==> config.mk <==
export PLATFORM = sky130hd
export DESIGN_NAME = rr_arb8_flat
export DESIGN_NICKNAME = d
export VERILOG_FILES = /design/src/rtl/rr_arb8_if.sv /design/src/rtl/rr_arb8.sv /design/src/flat_wrapper.sv
export SDC_FILE = /design/constraint.sdc
export NUM_CORES = 1
export LEC_CHECK = 0
export ABC_AREA = 1
export BUFFER_PORTS_ARGS = -buffer_cell sky130_fd_sc_hd__buf_4
export CAP_MARGIN = 25
export CORE_ASPECT_RATIO = 0.6
export CORE_MARGIN = 2
export CORE_UTILIZATION = 40
export CTS_BUF_LIST = sky130_fd_sc_hd__clkbuf_4 sky130_fd_sc_hd__clkbuf_8
export DETAILED_ROUTE_END_ITERATION = 10
export PLACE_DENSITY_LB_ADDON = 0.12
export SLEW_MARGIN = 10
export SYNTH_ARGS = -nofsm -noshare
export SYNTH_HDL_FRONTEND = slang
export SYNTH_SLANG_ARGS = --single-unit
==> constraint.sdc <==
create_clock -name clk -period 3.2 [get_ports clk]
set_clock_uncertainty 0.15 [all_clocks]
set_input_delay 0.64 -clock clk [delete_from_list [all_inputs] [get_ports clk]]
set_output_delay 0.64 -clock clk [all_outputs]
set_load 0.02 [all_outputs]
==> src/rtl/rr_arb8_if.sv <==
// rr_arb8_if: request/grant bundle for the 8-way round-robin arbiter.
// The lock signal exists only when RR_ARB8_LOCK_EN is defined.
interface rr_arb8_if;
  logic [7:0] req;
  logic [7:0] gnt;
  logic [2:0] gnt_idx;
  logic       gnt_valid;
`ifdef RR_ARB8_LOCK_EN
  logic       lock;

  modport master (output req, output lock, input gnt, input gnt_idx, input gnt_valid);
  modport slave  (input req, input lock, output gnt, output gnt_idx, output gnt_valid);
`else
  modport master (output req, input gnt, input gnt_idx, input gnt_valid);
  modport slave  (input req, output gnt, output gnt_idx, output gnt_valid);
`endif
endinterface

==> src/rtl/rr_arb8.sv <==
// rr_arb8: 8-requester round-robin arbiter with bounded hold time.
// A holder keeps the grant while requesting, but is preempted after
// MAX_HOLD consecutive cycles if anyone else is waiting. All outputs are
// registered, so req never reaches gnt combinationally.
// Optional feature macro: RR_ARB8_LOCK_EN (adds a lock input that lets the
// current holder suppress preemption; release still hands over normally).
module rr_arb8 #(
  parameter int unsigned MAX_HOLD = 4
) (
  input  logic     clk,
  input  logic     rst,
  rr_arb8_if.slave bus
);

  typedef enum logic [0:0] {
    IDLE = 1'b0,
    BUSY = 1'b1
  } state_t;

  localparam logic [3:0] HOLD_LAST = 4'(MAX_HOLD - 1);

  state_t     state;
  state_t     state_nxt;
  logic [2:0] idx;
  logic [2:0] idx_nxt;
  logic [2:0] ptr;
  logic [2:0] ptr_nxt;
  logic [3:0] hcnt;
  logic [3:0] hcnt_nxt;
  logic       valid;
  logic       valid_nxt;
  logic [7:0] gnt;
  logic [7:0] gnt_nxt;
  logic [7:0] others;
  logic [3:0] pick_all;
  logic [3:0] pick_oth;
  logic       holder_on;
  logic       hand_off;
  logic       lock_active;

  // 3-to-8 one-hot decode
  function automatic logic [7:0] decode(input logic [2:0] sel);
    logic [7:0] onehot;
    onehot = 8'h00;
    onehot[sel] = 1'b1;
    return onehot;
  endfunction

  // First set bit of cand searching upward from start with wrap;
  // bit 3 of the result flags that a winner exists.
  function automatic logic [3:0] pick(input logic [7:0] cand, input logic [2:0] start);
    logic [3:0] res;
    logic [2:0] pos;
    res = 4'd0;
    // Walk from the farthest offset down so the nearest hit overwrites last
    for (int i = 7; i >= 0; i--) begin
      pos = start + 3'(i);
      res = cand[pos] ? {1'b1, pos} : res;
    end
    return res;
  endfunction

`ifdef RR_ARB8_LOCK_EN
  assign lock_active = bus.lock;
`else
  assign lock_active = 1'b0;
`endif

  // Next-state, next-grant and pointer/hold bookkeeping
  always_comb begin
    state_nxt = state;
    idx_nxt   = idx;
    ptr_nxt   = ptr;
    hcnt_nxt  = hcnt;
    valid_nxt = valid;
    // The current holder never competes in its own hand-off
    others    = bus.req & ~decode(idx);
    pick_all  = pick(bus.req, ptr);
    pick_oth  = pick(others, ptr);
    holder_on = bus.req[idx];
    hand_off  = !holder_on || ((hcnt == HOLD_LAST) && !lock_active);

    case (state)
      IDLE: begin
        if (pick_all[3]) begin
          state_nxt = BUSY;
          idx_nxt   = pick_all[2:0];
          ptr_nxt   = pick_all[2:0] + 3'd1;
          hcnt_nxt  = 4'd0;
          valid_nxt = 1'b1;
        end else begin
          state_nxt = IDLE;
          idx_nxt   = 3'd0;
          hcnt_nxt  = 4'd0;
          valid_nxt = 1'b0;
        end
      end
      BUSY: begin
        if (hand_off && pick_oth[3]) begin
          // Release or preemption straight into the next winner, no bubble
          state_nxt = BUSY;
          idx_nxt   = pick_oth[2:0];
          ptr_nxt   = pick_oth[2:0] + 3'd1;
          hcnt_nxt  = 4'd0;
          valid_nxt = 1'b1;
        end else if (!holder_on) begin
          state_nxt = IDLE;
          idx_nxt   = 3'd0;
          hcnt_nxt  = 4'd0;
          valid_nxt = 1'b0;
        end else begin
          // Retained: count held cycles, saturating at the preemption point
          state_nxt = BUSY;
          hcnt_nxt  = (hcnt == HOLD_LAST) ? hcnt : (hcnt + 4'd1);
          valid_nxt = 1'b1;
        end
      end
      default: begin
        state_nxt = IDLE;
        idx_nxt   = 3'd0;
        ptr_nxt   = 3'd0;
        hcnt_nxt  = 4'd0;
        valid_nxt = 1'b0;
      end
    endcase

    gnt_nxt = valid_nxt ? decode(idx_nxt) : 8'h00;
  end

  // State and registered outputs; reset drops any grant immediately
  always_ff @(posedge clk or posedge rst) begin
    if (rst) begin
      state <= IDLE;
      idx   <= 3'd0;
      ptr   <= 3'd0;
      hcnt  <= 4'd0;
      valid <= 1'b0;
      gnt   <= 8'h00;
    end else begin
      state <= state_nxt;
      idx   <= idx_nxt;
      ptr   <= ptr_nxt;
      hcnt  <= hcnt_nxt;
      valid <= valid_nxt;
      gnt   <= gnt_nxt;
    end
  end

  assign bus.gnt       = gnt;
  assign bus.gnt_idx   = idx;
  assign bus.gnt_valid = valid;

endmodule

==> src/flat_wrapper.sv <==
// flat-port wrapper written by rule: the top's interface ports become plain ports
module rr_arb8_flat 
#(
  parameter int unsigned MAX_HOLD = 4
)
  (clk, rst, bus_req, bus_gnt, bus_gnt_idx, bus_gnt_valid);
  rr_arb8_if bus_i ();
  input  logic clk;
  input  logic rst;
  input wire logic [$bits(bus_i.req)-1:0] bus_req;
  output wire logic [$bits(bus_i.gnt)-1:0] bus_gnt;
  output wire logic [$bits(bus_i.gnt_idx)-1:0] bus_gnt_idx;
  output wire logic [$bits(bus_i.gnt_valid)-1:0] bus_gnt_valid;
  assign bus_i.req = bus_req;
  assign bus_gnt = bus_i.gnt;
  assign bus_gnt_idx = bus_i.gnt_idx;
  assign bus_gnt_valid = bus_i.gnt_valid;
  rr_arb8 #(.MAX_HOLD(MAX_HOLD)) u_core (.clk(clk), .rst(rst), .bus(bus_i));
endmodule
==> results.cfg <==
[run_status]
status = completed

[critical_path]
cp_data_arrival_time_ns = 2.87
end_kind = register
r2r_cells = 19
worst_setup_path_start_kind = register
r2r-end = u_core.ptr[2]
r2r_start = u_core.ptr[0]
worst-setup-path-type = register to register
r2r_slack_ns = 0.32
crit_fanout = 16
cp_data_required_time_ns = 3.20

[logic_synthesis]
synthMuxAreaShare_pct = 0.462
synthAdderAreaFrac_pct = 2.31
yosys_warnings = 0
synth.distinct_cells = 33
synth_top_family_by_area = simple AND/OR/NAND/NOR gates
syn-num-nets = 380
synth_ff_type = dfrtp_1
synthSimpleGateAreaFrac_pct = 48.1
syn_area_mm2 = 0.00217
synth.area.top_cells = dfrtp_1, nand2_1, nand3_1, nor2_1, inv_1
synth-edff-count = 0
synth.avg_cell_area_um2 = 5.92
yosysMostFrequentCell = nand2_1
ys_ff_latch = 19
yosys-top-cells-count = nand2_1, nand3_1, nor2_1
synth_compound_gate_area_share_pct = 12.4
synthArstFlopShare_pct = 100
yosysSeqAreaShare_pct = 22.0
synth_top_area_share_pct = 22.0
synth_xor_area_share_pct = 3.70
netlist_instances = 366
synth_top_area_cell = dfrtp_1

[final_layout]
antennaDiodeCount = 0
final_nets = 402
fin_area_mm2 = 0.00243
layout-area-overhead-vs-synth_pct = 12.4
regArea_um2 = 475
fillers = 535
drive_gt1_share_pct = 17.1
multi_input_area_mm2 = 0.00145

[placed_design]
placed_area_mm2 = 0.00238
portBuffers = 21
gp_congestion = 0.933
place_hpwl_um = 5140

[detailed_routing]
wirelength_um = 6430
ant_nets = 0
post-route-drc-count = 0
drt-wirelength-per-cell_um = 14.2
via_count = 2413
first_pass_iters = 5
drtIter0Drc = 273
via_per_inst = 5.33

[die]
core-area_mm2 = 0.00513
rows = 20
ioPinCount = 22
die_w_um = 99.0
die-height_um = 61
start_util_pct = 42.2
fp.dieArea_mm2 = 0.00604

[grt]
grt_pass1_wl_um = 10400
grt_max_degree = 23
grt_pass1_vias = 2083
overflow = 0
antenna_found_initial = 0
grt_use_total_pct = 22.2

[cts]
cts_tree = done
clkLatencyLatePin_ns = 0.26
cts_num_sinks = 19
root_buffer = clkbuf_8
cts_setup_buffers = 0
htree_levels = 1
ctsResizeCount = 0
cts.reportedPaths.clkPinSlew_ns = 0.07
cts_made_buffers = 3
cts_hold_buf = 0
cts_max_path_buffers = 2

[timing]
fin_crit_sh_pct = 89.9
drv_slew = 0
rsz0062_at_grt = no
relSlewSlack_pct = 52.5
clock.fmax_ghz = 0.348
worstMarginPinSlew_ns = 0.712
min_period_ns = 2.88
final-hold-violation-count = 0
finalSetupViolations = 0
finalSetupTns_ns = 0

[min_path]
holdCritPathClass = input pin to asynchronous set/reset pin

[run]
cap_violations = 0
-- critical path, stage by stage (launching register included) --
cell and delay [ns]:
dfrtp_1 0.37, inv_2 0.05, ha_1 0.32, buf_4 0.24, nand3_1 0.15, nand3_1 0.15, nand2_1 0.11, inv_1 0.10
o21ai_0 0.09, a21oi_1 0.15, nor2_1 0.06, o21ai_1 0.12, nand2_1 0.07, nand2_1 0.12, nand2_1 0.10, ha_1 0.22
inv_1 0.05, nand2_1 0.04, nand3_1 0.06, nand2_1 0.05
-- logic make-up (layout without fill, tap and decap cells) --
logic type	after synthesis	in the layout
compound gates	47	47
xor+xnor	4	4
fa+ha+maj	4	4
buf+inv	55	76
flops	19	19
mux	1	1
simple gates	236	236
-- sequential cells by signal (all words and copies together) (netlist names) --
signal / count
u_core.hcnt: 4
u_core.state: 1
u_core.ptr: 3
u_core.bus.gnt_idx: 3
u_core.bus.gnt: 8
-- area by class of cell --
cell class,count,area share [%]
sequential,19,19.5
tap,66,3.39
inverter,45,7.04
timing repair buffer,27,8.48
multi-input combinational,292,59.6
clock buffer,4,2.00
-- per-stage QoR --
step	util (%)	worst slack [ns]	instances	hold WS, ns
CTS	47.4	0.298	453	0.358
floorplan	-	0.248	366	0.324
global placement	46.4	0.315	449	0.353
finish	47.5	0.324	453	0.348
global route	47.5	0.0104	453	0.387
detailed placement	46.4	0.289	449	0.348
-- how the worst max path moves through the flow --
stage	startpoint	endpoint	slack [ns]
after floorplan	u_core.ptr[1]	u_core.ptr[1]	0.25
after CTS	u_core.ptr[0]	u_core.ptr[2]	0.30
final	u_core.ptr[0]	u_core.ptr[2]	0.32
after global routing	u_core.ptr[0]	u_core.ptr[2]	0.01
after global placement	u_core.ptr[0]	u_core.ptr[1]	0.32
after detailed placement	bus_req[7]	u_core.ptr[2]	0.29
-- layout by cell type (no fill, tap or decap) --
cell      instances
nand2_1         121
nand3_1          77
nor2_1           28
inv_1            26
buf_4            26
dfrtp_1          19
inv_2            18
a21oi_1          16
o21ai_1          12
o21ai_0          10
ha_1              4
nand2_2           3
clkbuf_8          3
xor2_4            2
nand3_2           2
a21oi_2           2
o211ai_1          2
inv_4             1
xor2_2            1
o21bai_1          1
and2_1            1
o21a_1            1
a31oi_1           1
o21ai_2           1
nand4_4           1
nand4_2           1
o21ai_4           1
xor2_1            1
nor2_2            1
nor2_4            1
mux2i_1           1
clkbuf_4          1
buf_6             1
-- metal layers --
metal	global-route usage, %	vias up	wire [µm]
met4	1.37	0	0
met5	0	-	0
li1	-	1231	-
met2	29.2	122	2280
met1	35.4	1060	3340
met3	7.95	0	810
Power is left out: the tool's default activity adds up to more than one toggle a clock period on the data nets, which glitch-free logic cannot reach.
